==> config.mk <==
export PLATFORM = sky130hd
export DESIGN_NAME = fetch
export DESIGN_NICKNAME = d
export VERILOG_FILES = /design/src/rtl/fetch.sv
export SDC_FILE = /design/constraint.sdc
export NUM_CORES = 1
export LEC_CHECK = 0
export BUFFER_PORTS_ARGS = -buffer_cell sky130_fd_sc_hd__buf_2
export CAP_MARGIN = 30
export CELL_PAD_IN_SITES_DETAIL_PLACEMENT = 0
export CELL_PAD_IN_SITES_GLOBAL_PLACEMENT = 1
export CORE_MARGIN = 2
export CORE_UTILIZATION = 38
export CTS_CLUSTER_SIZE = 40
export DETAILED_ROUTE_END_ITERATION = 16
export MAX_ROUTING_LAYER = met4
export PLACE_DENSITY_LB_ADDON = 0.15
export SETUP_SLACK_MARGIN = 0.3
export SKIP_LAST_GASP = 1
export SLEW_MARGIN = 10
export SYNTH_ARGS = -nofsm -noshare
export SYNTH_HDL_FRONTEND = slang
export SYNTH_SLANG_ARGS = --single-unit
==> constraint.sdc <==
create_clock -name i_clk -period 1.9 [get_ports i_clk]
set_input_delay 0.19 -clock i_clk [delete_from_list [all_inputs] [get_ports i_clk]]
set_output_delay 0.19 -clock i_clk [all_outputs]
set_load 0.005 [all_outputs]
==> src/rtl/fetch.sv <==
// ---------------------------------------------------------------------------
// fetch -- instruction fetch stage with a single outstanding memory request.
//
// Requests instruction words one at a time from instruction memory and
// presents them to decode on or_inst/or_pc/or_valid. A one-entry hold buffer
// catches a word returned while decode is stalled. A flush redirects the
// fetch stream; a request still outstanding at flush time is completed and
// its data thrown away (DROP state) so the memory handshake stays intact.
//
// Optional feature macro: FETCH_MISALIGN_TRAP_EN
//   defined   : a redirect with pc[1:0] != 0 pulses or_misaligned for one
//               cycle and parks the fetcher in IDLE until an aligned flush.
//   undefined : or_misaligned is absent and redirect pc[1:0] is forced to 0.
//
// Ports
//   i_clk, i_rst_n         clock; synchronous active-low reset
//   o_imem_req/o_imem_addr memory request (held until ack) and its address
//   i_imem_ack/i_imem_data memory response and instruction word
//   i_stall                decode cannot accept; or_* are held
//   i_flush/i_redirect_pc  redirect fetch to a new pc
//   or_inst/or_pc/or_valid instruction presented to decode
//   or_misaligned          misaligned redirect pulse (macro builds only)
// ---------------------------------------------------------------------------
module fetch #(
  parameter logic [31:0] RESET_PC = 32'h0000_0000
) (
  input  logic        i_clk,
  input  logic        i_rst_n,
  output logic        o_imem_req,
  output logic [31:0] o_imem_addr,
  input  logic        i_imem_ack,
  input  logic [31:0] i_imem_data,
  input  logic        i_stall,
  input  logic        i_flush,
  input  logic [31:0] i_redirect_pc,
  output logic [31:0] or_inst,
  output logic [31:0] or_pc,
  output logic        or_valid
`ifdef FETCH_MISALIGN_TRAP_EN
  ,
  output logic        or_misaligned
`endif
);

  localparam logic [31:0] NOP = 32'h0000_0013;

  typedef enum logic [1:0] {
    IDLE = 2'd0,
    REQ  = 2'd1,
    HOLD = 2'd2,
    DROP = 2'd3
  } state_t;

  state_t      state_q, state_d;
  logic [31:0] pc_q, pc_d;          // next fetch pc (redirect target while in DROP)
  logic        req_q, req_d;
  logic [31:0] addr_q, addr_d;
  logic [31:0] inst_q, inst_d;
  logic [31:0] opc_q, opc_d;
  logic        valid_q, valid_d;
  logic [31:0] hbuf_inst_q, hbuf_inst_d;
  logic [31:0] hbuf_pc_q, hbuf_pc_d;
  logic [31:0] redir_s;
  logic        outstanding_s;
`ifdef FETCH_MISALIGN_TRAP_EN
  logic        misal_q, misal_d;
  logic        trap_q, trap_d;    // parked after a misaligned redirect
  logic        misredir_s;
`endif

  assign o_imem_req  = req_q;
  assign o_imem_addr = addr_q;
  assign or_inst     = inst_q;
  assign or_pc       = opc_q;
  assign or_valid    = valid_q;
`ifdef FETCH_MISALIGN_TRAP_EN
  assign or_misaligned = misal_q;
`endif

  // Redirect target and whether a request is still unanswered this cycle.
  always_comb begin
`ifdef FETCH_MISALIGN_TRAP_EN
    redir_s    = i_redirect_pc;
    misredir_s = (i_redirect_pc[1:0] != 2'b00);
`else
    redir_s    = {i_redirect_pc[31:2], 2'b00};
`endif
    outstanding_s = ((state_q == REQ) || (state_q == DROP)) && !i_imem_ack;
  end

  // Next-state and next-output logic; flush overrides stall and ack.
  always_comb begin
    state_d     = state_q;
    pc_d        = pc_q;
    req_d       = req_q;
    addr_d      = addr_q;
    inst_d      = inst_q;
    opc_d       = opc_q;
    valid_d     = valid_q;
    hbuf_inst_d = hbuf_inst_q;
    hbuf_pc_d   = hbuf_pc_q;
`ifdef FETCH_MISALIGN_TRAP_EN
    misal_d     = 1'b0;
    trap_d      = trap_q;
`endif
    if (i_flush) begin
      inst_d  = NOP;
      opc_d   = 32'h0000_0000;
      valid_d = 1'b0;
      pc_d    = redir_s;
`ifdef FETCH_MISALIGN_TRAP_EN
      if (misredir_s) begin
        misal_d = 1'b1;
        trap_d  = 1'b1;
        state_d = IDLE;
        req_d   = 1'b0;
      end else begin
        trap_d = 1'b0;
`endif
        // An unanswered request must still complete; its data is dropped.
        if (outstanding_s) begin
          state_d = DROP;
        end else begin
          state_d = REQ;
          req_d   = 1'b1;
          addr_d  = redir_s;
        end
`ifdef FETCH_MISALIGN_TRAP_EN
      end
`endif
    end else begin
      case (state_q)
        IDLE: begin
`ifdef FETCH_MISALIGN_TRAP_EN
          if (trap_q) begin
            state_d = IDLE;
          end else begin
            state_d = REQ;
            req_d   = 1'b1;
            addr_d  = pc_q;
          end
`else
          state_d = REQ;
          req_d   = 1'b1;
          addr_d  = pc_q;
`endif
        end
        REQ: begin
          if (i_imem_ack && i_stall) begin
            hbuf_inst_d = i_imem_data;
            hbuf_pc_d   = addr_q;
            req_d       = 1'b0;
            state_d     = HOLD;
          end else if (i_imem_ack) begin
            inst_d  = i_imem_data;
            opc_d   = addr_q;
            valid_d = 1'b1;
            pc_d    = addr_q + 32'd4;
            addr_d  = addr_q + 32'd4;
          end else if (!i_stall) begin
            // Decode consumed the previous word and nothing new arrived.
            valid_d = 1'b0;
          end else begin
            valid_d = valid_q;
          end
        end
        HOLD: begin
          if (!i_stall) begin
            inst_d  = hbuf_inst_q;
            opc_d   = hbuf_pc_q;
            valid_d = 1'b1;
            pc_d    = hbuf_pc_q + 32'd4;
            addr_d  = hbuf_pc_q + 32'd4;
            req_d   = 1'b1;
            state_d = REQ;
          end else begin
            state_d = HOLD;
          end
        end
        DROP: begin
          if (i_imem_ack) begin
            state_d = REQ;
            addr_d  = pc_q;
          end else begin
            state_d = DROP;
          end
        end
        default: begin
          state_d = IDLE;
          req_d   = 1'b0;
        end
      endcase
    end
  end

  // State and output registers with synchronous active-low reset.
  always_ff @(posedge i_clk) begin
    if (!i_rst_n) begin
      state_q     <= IDLE;
      pc_q        <= RESET_PC;
      req_q       <= 1'b0;
      addr_q      <= RESET_PC;
      inst_q      <= NOP;
      opc_q       <= 32'h0000_0000;
      valid_q     <= 1'b0;
      hbuf_inst_q <= 32'h0000_0000;
      hbuf_pc_q   <= 32'h0000_0000;
`ifdef FETCH_MISALIGN_TRAP_EN
      misal_q     <= 1'b0;
      trap_q      <= 1'b0;
`endif
    end else begin
      state_q     <= state_d;
      pc_q        <= pc_d;
      req_q       <= req_d;
      addr_q      <= addr_d;
      inst_q      <= inst_d;
      opc_q       <= opc_d;
      valid_q     <= valid_d;
      hbuf_inst_q <= hbuf_inst_d;
      hbuf_pc_q   <= hbuf_pc_d;
`ifdef FETCH_MISALIGN_TRAP_EN
      misal_q     <= misal_d;
      trap_q      <= trap_d;
`endif
    end
  end

endmodule

==> impl_metrics.ini <==
[critical_path]
worstPathCellList = inv_4 > ha_4 > buf_12 > buf_12 > nor2_1 > or4_1 > mux2i_1 > o31ai_1 > a21oi_1
critPathMaxStageDelay_ns = 0.43
reg2reg_depth = 9
path_depth = 9
cp_max_fo = 4
path_buf_inv = 3
crit_start = state_q[0]
slowest_stage = or4_1
r2r_slack_ns = -0.09
critical_path_class = reg2reg
cp_common_cell = buf_12
r2r_start = state_q[0]
start_kind = flop
endpoint_kind = flop
r2r_end = o_imem_addr[25]
arrival_ns = 2.38
required_ns = 2.29
critPathTopFamily = simple AND/OR/NAND/NOR gates

[grt]
overflow = 0
grt_pass1_wl_um = 65000
grt_start_max_net_pins = 73
grt_usage_pct = 31.1
antenna_found_initial = 0
grt_pass1_vias = 11000

[worst_hold_path]
min_from = i_redirect_pc[26]
min_path_type = in2reg
hold_path_end = o_imem_addr[26]
hold_depth = 3

[sta]
setup_ws_ns = -0.0927
final_hold_viol_count = 0
final-max-slew-violation-count = 0
worst_pin_slew_ns = 0.604
period_share_pct = 105
fin_setup_tns_ns = -1.22
finClkSkew_ns = 0.0202
max_freq_mhz = 502
slew_headroom_pct = 59.6
setup_viol = 55
period_minus_slack_ns = 1.99
rsz0062_at_grt = yes

[run_status]
run_status = complete, but fails checks
violations = negative setup slack

[floorplan]
die_area_um2 = 27600
die_h_um = 166
io_pins = 167
core-area_um2 = 25900
fp.dieW_um = 166
row_count = 59
start_util_pct = 38.5

[power]
p_clk_share_pct = 26.4
ir_drop_v = 0.000553
combPwrFrac_pct = 41.2
p_per_area_nw_per_um2 = 783
pwr-share-seq_pct = 32.3
power.leakage_uw = 0.00754
p_int_uw = 9120
swShare_pct = 36.5
power_switching_uw = 5250

[yosys]
synth_cells = 1240
synth_xor_area_share_pct = 4.65
ys_warn_count = 0
netlist-cell-type-count = 66
seq_area_frac_synth_pct = 38.9
synth_top_family_by_area = compound AO/OA/AOI/OAI gates
synth_edf_count = 0
yosys.area_share.simple_pct = 19.8
avgSynthCellArea_um2 = 8.04
synthArstFlopShare_pct = 0
ys_ff_latch = 194
syn_nets = 1315
synth-compound-area-share_pct = 22.8
yosys_most_used_dff = dfxtp_1
synthAdderAreaFrac_pct = 0.753
synth_area_um2 = 9970
yosys-mux-area-fraction_pct = 7.44

[drt]
drt_pass1_iterations = 5
num_vias = 11700
viasPerCell = 5.82
drt_iter0_markers = 973
routed_wl_um = 46600
ant_nets = 0
drt-wirelength-per-cell_um = 23.2
drc = 0

[layout]
fin_util_pct = 70.8
final_cell_mix = 169 x dfxtp_1, 165 x buf_2, 149 x buf_4
layout_commonest_cell = dfxtp_1
area_growth_pct = 84.0
layout-drive-gt1-share_pct = 57.5
nets = 1738
antenna_cells = 0
final_area_um2 = 18400
final_cells = 2011

[clock_tree]
clk_pin_slew_worst_paths_ns = 0.09
cts_root_buffer = clkbuf_16
cts_tree = yes
cts.sinks = 194
numCtsBuffers = 17
cts_buffer_depth = 2
clock_latency_ns = 0.46
h-tree-depth = 4

[placed_design]
port_buffers = 164
dpl.cell_count = 1780
placed_cell_area_um2 = 12300
place_hpwl_um = 24300
place_ws_ns = -0.0942
place_congestion = 0.873

[job]
maxCapViolCount = 0
logic make-up (layout without fill, tap and decap cells):
kind of cell,after synthesis,after routing
adder cells (fa/ha/maj),6,6
flip-flops,194,194
buffers and inverters,125,559
multiplexers,74,74
XOR/XNOR,53,53
AO/OA/AOI/OAI,348,349
AND/OR/NAND/NOR,440,441
registers in the layout (all words and copies together), names as in the netlist:
name and flops:
or_valid 1, o_imem_req 1, pc_q 31, hbuf_pc_q 32
or_inst 32, o_imem_addr 32, or_pc 31, state_q 2
hbuf_inst_q 32
per-stage QoR:
step | hold slack (ns) | power [uW]
after detailed placement | 0.445 | 7730
after global placement | 0.441 | 7710
after floorplan | 0.326 | 6520
final | 0.0530 | 14400
after CTS | 0.0357 | 13400
after global routing | 0.0677 | 14900
how the worst max path moves through the flow:
stage                            to  slack (ns)
CTS                 o_imem_addr[30]       0.005
global route        o_imem_addr[20]       -0.14
floorplan           o_imem_addr[27]        0.08
global placement    o_imem_addr[30]       -0.10
detailed placement  o_imem_addr[30]       -0.09
finish              o_imem_addr[25]       -0.09
worst register-to-register path, cell delays in order, from the launching register on:
cell and delay (ns):
dfxtp_4 0.39, inv_4 0.06, ha_4 0.28, buf_12 0.11, buf_12 0.12, nor2_1 0.06, or4_1 0.43, mux2i_1 0.25
o31ai_1 0.12, a21oi_1 0.12
power groups by stage:
| stage | logic (uW) | clock network, uW | registers, uW |
|---|---|---|---|
| after floorplan | 1820 | 0 | 4700 |
| after global placement | 3040 | 0 | 4670 |
| after detailed placement | 3060 | 0 | 4670 |
| after CTS | 4970 | 3840 | 4610 |
| after global routing | 6180 | 3990 | 4680 |
| final | 5930 | 3800 | 4650 |
cell usage after synthesis (8+ instances only):
| master | n | area [um2] |
|---|---|---|
| nor2_1 | 113 | 424 |
| a311oi_1 | 8 | 70.1 |
| o21ai_0 | 49 | 245 |
| and3_1 | 9 | 56.3 |
| xor2_1 | 15 | 131 |
| mux2i_1 | 73 | 731 |
| nand3_1 | 34 | 170 |
| nor3_1 | 12 | 60.1 |
| a221oi_1 | 20 | 175 |
| o211ai_1 | 26 | 195 |
| xnor2_1 | 38 | 333 |
| a21oi_1 | 116 | 581 |
| a211oi_1 | 67 | 503 |
| inv_1 | 9 | 33.8 |
| dfxtp_1 | 194 | 3880 |
| nand2b_1 | 10 | 62.6 |
| a22oi_1 | 14 | 105 |
| a31oi_1 | 11 | 68.8 |
| clkbuf_1 | 82 | 308 |
| nand2_1 | 218 | 818 |
| nand4_1 | 17 | 106 |
| buf_2 | 12 | 60.1 |
layout make-up:
type	instances	area [um2]
Clock buffer	17	425
Multi-Input combinational cell	923	8110
Clock inverter	15	180
Fill cell	1888	7560
Timing Repair Buffer	515	5210
Sequential cell	194	3950
Tap cell	335	419
Inverter	12	70.1
per-layer routing:
| layer | share of wire, % | global-route usage, % | up-vias |
|---|---|---|---|
| met5 | 0 | - | - |
| met4 | 3.5 | 12.1 | 0 |
| met3 | 7.2 | 5.53 | 131 |
| met2 | 46 | 48.0 | 523 |
| met1 | 43 | 40.7 | 5732 |
| li1 | - | - | 5315 |
repair_timing:
item                                   in CTS  in global routing
resized for setup                         322                399
gates cloned                               33                 11
setup endpoints to repair                 192                194
hold buffers                               32                  0
endpoints found under the hold margin      32                  0
pin swaps                                 130                205
buffers inserted                           79                 44
Note: power is estimated with default switching activity, not from simulation.
